## config.mk

```make
export PLATFORM = sky130hd
export DESIGN_NAME = cpu_sram_arbiter_flat
export DESIGN_NICKNAME = d
export VERILOG_FILES = /design/src/rtl/cpu_sram_arbiter_pkg.sv /design/src/rtl/cpu_sram_arbiter_if.sv /design/src/rtl/cpu_sram_arbiter_rr_arb2.sv /design/src/rtl/cpu_sram_arbiter.sv /design/src/flat_wrapper.sv
export SDC_FILE = /design/constraint.sdc
export NUM_CORES = 1
export LEC_CHECK = 0
export CORE_AREA = 2 2 120 122
export CTS_CLUSTER_SIZE = 8
export DETAILED_ROUTE_END_ITERATION = 8
export DIE_AREA = 0 0 122 124
export GPL_TIMING_DRIVEN = 0
export PLACE_DENSITY = 0.76
export REMOVE_ABC_BUFFERS = 1
export SYNTH_ARGS = -nofsm -noshare
export SYNTH_HDL_FRONTEND = slang
export SYNTH_SLANG_ARGS = --single-unit
```

## constraint.sdc

```tcl
create_clock -name clk -period 2.4 [get_ports clk]
set_clock_uncertainty 0.05 [all_clocks]
set_input_delay 0.72 -clock clk [delete_from_list [all_inputs] [get_ports clk]]
set_output_delay 0.72 -clock clk [all_outputs]
set_load 0.05 [all_outputs]
```

## src/rtl/cpu_sram_arbiter_pkg.sv

```systemverilog
// Shared encodings for the two-master sram-like bus arbiter.
// Defines the FSM states, the owner codes and the access size codes.
package cpu_sram_arbiter_pkg;

    typedef enum logic {
        ARB_IDLE = 1'b0,
        ARB_WAIT = 1'b1
    } arb_state_e;

    typedef enum logic {
        ARB_INST = 1'b0,
        ARB_DATA = 1'b1
    } arb_owner_e;

    localparam logic [1:0] SIZE_B = 2'd0;
    localparam logic [1:0] SIZE_H = 2'd1;
    localparam logic [1:0] SIZE_W = 2'd2;

endpackage

```

## src/rtl/cpu_sram_arbiter_if.sv

```systemverilog
// Sram-like request/response bus.
// The master modport issues requests and the slave modport answers them.
interface cpu_sram_arbiter_if #(
    parameter int ADDR_W = 32,
    parameter int DATA_W = 32
);
    logic              req;
    logic              wr;
    logic [1:0]        size;
    logic [ADDR_W-1:0] addr;
    logic [DATA_W-1:0] wdata;
    logic              addr_ok;
    logic              data_ok;
    logic [DATA_W-1:0] rdata;

    modport master (
        output req, wr, size, addr, wdata,
        input  addr_ok, data_ok, rdata
    );

    modport slave (
        input  req, wr, size, addr, wdata,
        output addr_ok, data_ok, rdata
    );
endinterface

```

## src/rtl/cpu_sram_arbiter_rr_arb2.sv

```systemverilog
// Two-requester round-robin picker: req_i[0] = inst, req_i[1] = data.
// On contention the requester that was not granted last wins.
module rr_arb2 (
    input  logic [1:0] req_i,
    input  logic       last_i,
    output logic       gnt_o
);
    always_comb begin
        case (req_i)
            2'b01:   gnt_o = 1'b0;
            2'b10:   gnt_o = 1'b1;
            2'b11:   gnt_o = ~last_i;
            default: gnt_o = last_i;
        endcase
    end
endmodule

```

## src/rtl/cpu_sram_arbiter.sv

```systemverilog
// Shares one sram-like slave between the instruction-fetch and data masters,
// one transaction at a time, routing each response back to its owner.
//
// state    | meaning
// ARB_IDLE | no transaction outstanding, arbitrating between masters
// ARB_WAIT | one transaction accepted, its response pending
module cpu_sram_arbiter
    import cpu_sram_arbiter_pkg::*;
#(
    parameter int ADDR_W = 32,
    parameter int DATA_W = 32
) (
    input  logic               clk,
    input  logic               reset,
    cpu_sram_arbiter_if.slave  inst_if,
    cpu_sram_arbiter_if.slave  data_if,
    cpu_sram_arbiter_if.master sram_if
);

    arb_state_e        state_q, state_d;
    arb_owner_e        owner_q, owner_d;
    arb_owner_e        last_q, last_d;
    logic              wr_q, wr_d;
    logic [1:0]        size_q, size_d;
    logic [ADDR_W-1:0] addr_q, addr_d;
    logic [DATA_W-1:0] wdata_q, wdata_d;

    logic              gnt;
    arb_owner_e        winner;
    logic              any_req;
    logic              mux_wr;
    logic [1:0]        mux_size;
    logic [ADDR_W-1:0] mux_addr;
    logic [DATA_W-1:0] mux_wdata;

    rr_arb2 u_rr_arb2 (
        .req_i  ({data_if.req, inst_if.req}),
        .last_i (last_q),
        .gnt_o  (gnt)
    );

    assign any_req   = inst_if.req | data_if.req;
    assign winner    = arb_owner_e'(gnt);
    assign mux_wr    = (winner == ARB_DATA) ? data_if.wr    : inst_if.wr;
    assign mux_size  = (winner == ARB_DATA) ? data_if.size  : inst_if.size;
    assign mux_addr  = (winner == ARB_DATA) ? data_if.addr  : inst_if.addr;
    assign mux_wdata = (winner == ARB_DATA) ? data_if.wdata : inst_if.wdata;

    assign inst_if.rdata = sram_if.rdata;
    assign data_if.rdata = sram_if.rdata;

    always_ff @(posedge clk) begin
        if (reset) begin
            state_q <= ARB_IDLE;
            owner_q <= ARB_INST;
            last_q  <= ARB_INST;
            wr_q    <= 1'b0;
            size_q  <= SIZE_B;
            addr_q  <= '0;
            wdata_q <= '0;
        end else begin
            state_q <= state_d;
            owner_q <= owner_d;
            last_q  <= last_d;
            wr_q    <= wr_d;
            size_q  <= size_d;
            addr_q  <= addr_d;
            wdata_q <= wdata_d;
        end
    end

    // The accepted request fields are kept so the slave side stays stable in WAIT.
    always_comb begin
        state_d = state_q;
        owner_d = owner_q;
        last_d  = last_q;
        wr_d    = wr_q;
        size_d  = size_q;
        addr_d  = addr_q;
        wdata_d = wdata_q;
        case (state_q)
            ARB_IDLE: begin
                if (any_req && sram_if.addr_ok) begin
                    state_d = ARB_WAIT;
                    owner_d = winner;
                    last_d  = winner;
                    wr_d    = mux_wr;
                    size_d  = mux_size;
                    addr_d  = mux_addr;
                    wdata_d = mux_wdata;
                end
            end
            ARB_WAIT: begin
                if (sram_if.data_ok) begin
                    state_d = ARB_IDLE;
                end
            end
            default: state_d = ARB_IDLE;
        endcase
    end

    always_comb begin
        sram_if.req     = 1'b0;
        sram_if.wr      = wr_q;
        sram_if.size    = size_q;
        sram_if.addr    = addr_q;
        sram_if.wdata   = wdata_q;
        inst_if.addr_ok = 1'b0;
        data_if.addr_ok = 1'b0;
        inst_if.data_ok = 1'b0;
        data_if.data_ok = 1'b0;
        if (!reset) begin
            case (state_q)
                ARB_IDLE: begin
                    sram_if.req     = any_req;
                    sram_if.wr      = mux_wr;
                    sram_if.size    = mux_size;
                    sram_if.addr    = mux_addr;
                    sram_if.wdata   = mux_wdata;
                    inst_if.addr_ok = any_req && (winner == ARB_INST) && sram_if.addr_ok;
                    data_if.addr_ok = any_req && (winner == ARB_DATA) && sram_if.addr_ok;
                end
                ARB_WAIT: begin
                    inst_if.data_ok = sram_if.data_ok && (owner_q == ARB_INST);
                    data_if.data_ok = sram_if.data_ok && (owner_q == ARB_DATA);
                end
                default: ;
            endcase
        end
    end

endmodule

```

## src/flat_wrapper.sv

```systemverilog
// flat-port wrapper written by rule: the top's interface ports become plain ports
module cpu_sram_arbiter_flat import cpu_sram_arbiter_pkg::*;
#(
    parameter int ADDR_W = 32,
    parameter int DATA_W = 32
)
  (clk, reset, inst_if_req, inst_if_wr, inst_if_size, inst_if_addr, inst_if_wdata, inst_if_addr_ok, inst_if_data_ok, inst_if_rdata, data_if_req, data_if_wr, data_if_size, data_if_addr, data_if_wdata, data_if_addr_ok, data_if_data_ok, data_if_rdata, sram_if_req, sram_if_wr, sram_if_size, sram_if_addr, sram_if_wdata, sram_if_addr_ok, sram_if_data_ok, sram_if_rdata);
  cpu_sram_arbiter_if #(.ADDR_W(ADDR_W), .DATA_W(DATA_W)) inst_if_i ();
  cpu_sram_arbiter_if #(.ADDR_W(ADDR_W), .DATA_W(DATA_W)) data_if_i ();
  cpu_sram_arbiter_if #(.ADDR_W(ADDR_W), .DATA_W(DATA_W)) sram_if_i ();
  input  logic clk;
  input  logic reset;
  input wire logic [$bits(inst_if_i.req)-1:0] inst_if_req;
  input wire logic [$bits(inst_if_i.wr)-1:0] inst_if_wr;
  input wire logic [$bits(inst_if_i.size)-1:0] inst_if_size;
  input wire logic [$bits(inst_if_i.addr)-1:0] inst_if_addr;
  input wire logic [$bits(inst_if_i.wdata)-1:0] inst_if_wdata;
  output wire logic [$bits(inst_if_i.addr_ok)-1:0] inst_if_addr_ok;
  output wire logic [$bits(inst_if_i.data_ok)-1:0] inst_if_data_ok;
  output wire logic [$bits(inst_if_i.rdata)-1:0] inst_if_rdata;
  input wire logic [$bits(data_if_i.req)-1:0] data_if_req;
  input wire logic [$bits(data_if_i.wr)-1:0] data_if_wr;
  input wire logic [$bits(data_if_i.size)-1:0] data_if_size;
  input wire logic [$bits(data_if_i.addr)-1:0] data_if_addr;
  input wire logic [$bits(data_if_i.wdata)-1:0] data_if_wdata;
  output wire logic [$bits(data_if_i.addr_ok)-1:0] data_if_addr_ok;
  output wire logic [$bits(data_if_i.data_ok)-1:0] data_if_data_ok;
  output wire logic [$bits(data_if_i.rdata)-1:0] data_if_rdata;
  output wire logic [$bits(sram_if_i.req)-1:0] sram_if_req;
  output wire logic [$bits(sram_if_i.wr)-1:0] sram_if_wr;
  output wire logic [$bits(sram_if_i.size)-1:0] sram_if_size;
  output wire logic [$bits(sram_if_i.addr)-1:0] sram_if_addr;
  output wire logic [$bits(sram_if_i.wdata)-1:0] sram_if_wdata;
  input wire logic [$bits(sram_if_i.addr_ok)-1:0] sram_if_addr_ok;
  input wire logic [$bits(sram_if_i.data_ok)-1:0] sram_if_data_ok;
  input wire logic [$bits(sram_if_i.rdata)-1:0] sram_if_rdata;
  assign inst_if_i.req = inst_if_req;
  assign inst_if_i.wr = inst_if_wr;
  assign inst_if_i.size = inst_if_size;
  assign inst_if_i.addr = inst_if_addr;
  assign inst_if_i.wdata = inst_if_wdata;
  assign inst_if_addr_ok = inst_if_i.addr_ok;
  assign inst_if_data_ok = inst_if_i.data_ok;
  assign inst_if_rdata = inst_if_i.rdata;
  assign data_if_i.req = data_if_req;
  assign data_if_i.wr = data_if_wr;
  assign data_if_i.size = data_if_size;
  assign data_if_i.addr = data_if_addr;
  assign data_if_i.wdata = data_if_wdata;
  assign data_if_addr_ok = data_if_i.addr_ok;
  assign data_if_data_ok = data_if_i.data_ok;
  assign data_if_rdata = data_if_i.rdata;
  assign sram_if_req = sram_if_i.req;
  assign sram_if_wr = sram_if_i.wr;
  assign sram_if_size = sram_if_i.size;
  assign sram_if_addr = sram_if_i.addr;
  assign sram_if_wdata = sram_if_i.wdata;
  assign sram_if_i.addr_ok = sram_if_addr_ok;
  assign sram_if_i.data_ok = sram_if_data_ok;
  assign sram_if_i.rdata = sram_if_rdata;
  cpu_sram_arbiter #(.ADDR_W(ADDR_W), .DATA_W(DATA_W)) u_core (.clk(clk), .reset(reset), .inst_if(inst_if_i), .data_if(data_if_i), .sram_if(sram_if_i));
endmodule
```

==> flow_summary.ini, run 1 <==
[outcome]
outcome = complete, but fails checks
violations = setup timing

[placed_design]
pre_cts_slack_ps = -1834
io_buffers = 211
dp_hpwl_um = 12000
gp_congestion = 0.7954
placed_area_um2 = 6264

[die]
start_util_pct = 33.33
die_x_um = 122
die_y_um = 124
num_rows = 43
coreArea_um2 = 13720
die_area_um2 = 15130
io_pins = 308

[power]
p_per_area_nw_per_um2 = 599.4
total_power_mw = 5.445
leakagePower_nw = 3.481
peakVddDrop_mv = 0.4713

[layout]
n_fill_cell = 1049
design_area_um2 = 9085
area_growth_syn_to_layout_pct = 98.66
drive_gt1_share_pct = 40.95
nNetsFinal = 1035
n_antenna_cell = 0

[synth]
synth.avg_cell_area_um2 = 7.282
synth.yosys.seq_area_share_pct = 30.21
synth_area_leaders = dfxtp_1 (30%), a311oi_1 (13%), buf_4 (11%)
synth_edf_count = 0
synth_top_area_cell = dfxtp_1
synth.top_cell.area_share_pct = 30.21
yosys_warnings = 0
synth-seq-cells = 69
syn_area_um2 = 4573
ys_types = 26
synthTopCellsByCount = a21oi_1 (69), dfxtp_1 (69), nor2_1 (69)
synthFlopType = dfxtp_1
netlist_instances = 628
synthArstFlopShare_pct = 0

[global_route]
grt_max_degree = 69
grt_pass1_vias = 6304
grt_pass1_wl_um = 39360
antenna_found_initial = 1
grt_usage_pct = 35.85
grt-ovfl-total = 0

[setup_path]
cp.arrival_ps = 2060
required_ps = 1630
critPathMaxFanout = 8
cp_slowest_stage_delay_ps = 340
critPathBufInv = 4
path_class = in2out
cpMaxStageDelayCell = and2b_4
end_kind = primary output
critPathTopFamily = buffers and inverters
path_cells = buf_12, buf_4, and2b_4, buf_4, o21ai_4, a31oi_1, buf_4
cp-start-kind = primary input
cp_common_cell = buf_4

[sta]
period_minus_slack_ps = 2834
finalCritPeriodShare_pct = 118.1
hold_slack_ps = 468.1
drv_slew = 0
hold_viol = 0
final-setup-viol-count = 69
fmax_mhz = 352.9
grt_setup_unrepaired = yes
worst_pin_slew_ps = 963.8
slew_headroom_pct = 35.46
layout_setup_ws_ps = -433.8

[clocking]
cts_tree = built
cts_made_buffers = 9
clock_latency_ps = 330
cts.htree.levels = 3
clock_tree.root_cell = clkbuf_16
clock_sinks = 69
clk_pin_slew_ps = 60
clock_path_buffers = 2

[detailed_routing]
initialDrtViolationCount = 733
drcViolationCount = 0
avgRoutedWirePerCell_um = 28.93
viasPerCell = 6.457
antenna_left = 0
drt_wl_total_um = 30290
dr.pass1.iters = 5
num_vias = 6761

[hold_path]
hold_path_class = reg2reg

[run]
maxCapViolCount = 0
==> routing by layer <==
| layer | track usage (%) | share of wire (%) | vias to the layer above |
|---|---|---|---|
| met5 | 4.167 | 0.19 | - |
| met4 | 15.30 | 4.1 | 2 |
| met3 | 15.89 | 13 | 111 |
| met2 | 56.15 | 46 | 590 |
| met1 | 42.33 | 37 | 3230 |
| li1 | - | - | 2828 |
==> cells by family after synthesis <==
group | synth area share (%)
AND/OR/NAND/NOR | 15.10
buffers and inverters | 17.65
AO/OA/AOI/OAI | 37.05
flip-flops | 30.21
==> registers in the layout, summed over array words and instances (netlist names) <==
register and cells:
u_core.addr_q 32, u_core.wdata_q 32, u_core.size_q 2, u_core.owner_q 1, u_core.state_q 1, u_core.wr_q 1
==> report_power, final <==
group,switching [mW],internal [mW]
logic,1.54,1.12
registers,0.0708,1.25
clock network,0.529,0.932
total,2.14,3.31
==> metrics by stage <==
stage | util, % | setup TNS [ps] | instances
final | 66.22 | -16490 | 1047
after global routing | 66.22 | -18660 | 1047
after CTS | 61.50 | -15260 | 1017
after detailed placement | 45.65 | -176450 | 887
after global placement | 44.49 | -935500 | 881
after floorplan | - | -450460 | 490
==> area by class of cell <==
| cell class | count | area [um2] | area share, % |
|---|---|---|---|
| Tap cell | 180 | 225.2 | 2.479 |
| Clock buffer | 11 | 242.7 | 2.672 |
| Clock inverter | 4 | 72.57 | 0.7988 |
| Timing Repair Buffer | 343 | 3786 | 41.67 |
| Multi-Input combinational cell | 440 | 3369 | 37.09 |
| Sequential cell | 69 | 1389 | 15.29 |
==> cell usage in the layout (no fill, tap or decap), types with 31 or more instances in the layout <==
| cell | instances |
|---|---|
| buf_12 | 31 |
| clkdlybuf4s50_1 | 134 |
| a311oi_1 | 67 |
| buf_6 | 39 |
| nand3_1 | 38 |
| buf_4 | 117 |
| dfxtp_1 | 67 |
| a21oi_1 | 69 |
| a31oi_1 | 57 |
| nor2_1 | 53 |
==> worst min-delay path: stages, from the launching register on <==
cell      delay [ps]
dfxtp_1          310
a21oi_1          110
a311oi_1          60
==> final timing paths <==
| path | start | endpoint | depth (start not counted) | slack (ps) |
|---|---|---|---|---|
| setup / recovery | inst_if_req | sram_if_addr[0] | 7 | -430 |
| setup reg to reg | u_core.state_q | u_core.wdata_q[11] | 4 | 250 |
| hold / removal | u_core.wdata_q[3] | u_core.wdata_q[3] | 2 | 470 |
| hold reg to reg | u_core.wdata_q[3] | u_core.wdata_q[3] | 2 | 470 |
==> repair_timing <==
item / CTS / global route
cloned: 33 / 4
setup endpoints to repair: 140 / 70
buffers inserted: 82 / 35
hold buffers: 0 / 0
pin swaps: 65 / 45
gates resized for setup: 730 / 105
No activity file was read; power rests on OpenSTA's default activity.
==> inputs of run 2 (changes only) <==
--- a/config.mk
+++ b/config.mk
@@ -5,6 +5,7 @@
 export SDC_FILE = /design/constraint.sdc
 export NUM_CORES = 1
 export LEC_CHECK = 0
+export CAP_MARGIN = 20
 export CORE_AREA = 2 2 120 122
 export CTS_CLUSTER_SIZE = 8
 export DETAILED_ROUTE_END_ITERATION = 8
==> run 2 against run 1 <==
- the flow still finishes with violations (setup timing)
- clock-buffer cell count stayed put
- fmax grew 3.1%
- via count shrank 1.5%
- sequential cell count unchanged
- critical endpoint is now sram_if_addr[9]
==> flow_summary.ini, run 2 (synthesis results as in run 1) <==
[outcome]
outcome = complete, but fails checks
violations = setup timing

[die]
start_util_pct = 33.33
num_rows = 43
coreArea_um2 = 13720
die_x_um = 122
die_area_um2 = 15130
die_y_um = 124
io_pins = 308

[sta]
grt_setup_unrepaired = yes
finalCritPeriodShare_pct = 114.6
layout_setup_ws_ps = -349.5
hold_viol = 0
fmax_mhz = 363.7
slew_headroom_pct = 34.04
final-setup-viol-count = 72
worst_pin_slew_ps = 985.0
period_minus_slack_ps = 2750
hold_slack_ps = 468.6
drv_slew = 0

[clocking]
cts_tree = built
clk_pin_slew_ps = 60
clock_latency_ps = 340
cts_hold_buffers = 0
clock_path_buffers = 2
cts.htree.levels = 3
clock_tree.root_cell = clkbuf_16
clock_sinks = 69
cts_made_buffers = 9

[setup_path]
cp.arrival_ps = 1980
end_kind = primary output
critPathMaxFanout = 6
required_ps = 1630
path_class = in2out
cp-start-kind = primary input

[layout]
n_fill_cell = 1062
area_growth_syn_to_layout_pct = 99.12
n_antenna_cell = 0
register_area_um2 = 1389
layout_common_cells = clkdlybuf4s50_1 (133), buf_4 (111), a21oi_1 (69), dfxtp_1 (67), a311oi_1 (66)
multiInputGateArea_um2 = 3304
reg.largest.list = u_core.addr_q: 32 flops, u_core.wdata_q: 32 flops, u_core.size_q: 2 flops
design_area_um2 = 9106
final_common_cell = clkdlybuf4s50_1
nNetsFinal = 1028
drive_gt1_share_pct = 40.70

[detailed_routing]
viasPerCell = 6.406
avgRoutedWirePerCell_um = 28.32
antenna_left = 0
drcViolationCount = 0
num_vias = 6662
dr.pass1.iters = 8
initialDrtViolationCount = 593
drt_wl_total_um = 29450

[power]
p_per_area_nw_per_um2 = 596.0
leakagePower_nw = 3.468
peakVddDrop_mv = 0.3234

[placed_design]
io_buffers = 211
gp_congestion = 0.7954
dp_hpwl_um = 11980
placed_area_um2 = 6264
pre_cts_slack_ps = -1833

[global_route]
grt_usage_pct = 34.02
grt_max_degree = 69
antenna_found_initial = 0
grt_pass1_vias = 6035
grt_pass1_wl_um = 37870
grt-ovfl-total = 0

[run]
maxCapViolCount = 0

[hold_path]
hold_path_class = reg2reg
==> run 2: power breakdown <==
part | switching (mW) | total [mW] | internal (mW)
sequential | 0.0722 | 1.32 | 1.25
combinational | 1.51 | 2.64 | 1.13
clock | 0.533 | 1.47 | 0.932
total | 2.11 | 5.43 | 3.32
==> run 2: worst paths after layout <==
kind | startpoint | endpoint | slack [ps] | depth (start not counted)
min | u_core.wdata_q[3] | u_core.wdata_q[3] | 470 | 2
max | inst_if_req | sram_if_addr[9] | -350 | 7
min reg2reg | u_core.wdata_q[3] | u_core.wdata_q[3] | 470 | 2
max reg2reg | u_core.owner_q | u_core.addr_q[17] | 250 | 12
==> run 2: final cells by class <==
type | instances | share of cell area (%)
tap | 180 | 2.473
sequential | 69 | 15.25
clock buffer | 11 | 2.666
timing repair buffer | 338 | 42.53
multi-input combinational | 438 | 36.29
clock inverter | 4 | 0.7969
==> run 2: routing by layer <==
layer  part of all wire, %  GRT usage (%)  vias up
met5                  0.59          10.07        -
met1                    38          40.56     3166
met3                    12          15.16      107
met2                    45          52.83      571
met4                   4.1          13.07        4
li1                      -              -     2814
==> run 2: metrics by stage <==
step                      instances  utilization [%]  TNS, ps  power [mW]
after floorplan                 490                -  -450460       2.439
after global placement          881            44.49  -935500       3.184
after detailed placement        887            45.65  -175030       3.168
after CTS                      1006            59.35   -16190       5.080
after global routing           1040            66.37   -19790       5.590
final                          1040            66.37   -17690       5.428
==> run 2: what timing repair did <==
action | CTS | global route
buffers inserted | 73 | 34
gates cloned | 34 | 6
setup endpoints to repair | 140 | 71
hold endpoints to repair | 0 | 0
gates resized for setup | 696 | 126
pin swaps | 57 | 84
==> run 2: critical path, cell delays in order <==
cell	delay, ps
buf_12	110
and2b_4	300
buf_12	170
clkbuf_16	170
o21ai_2	70
a31oi_1	200
buf_4	230
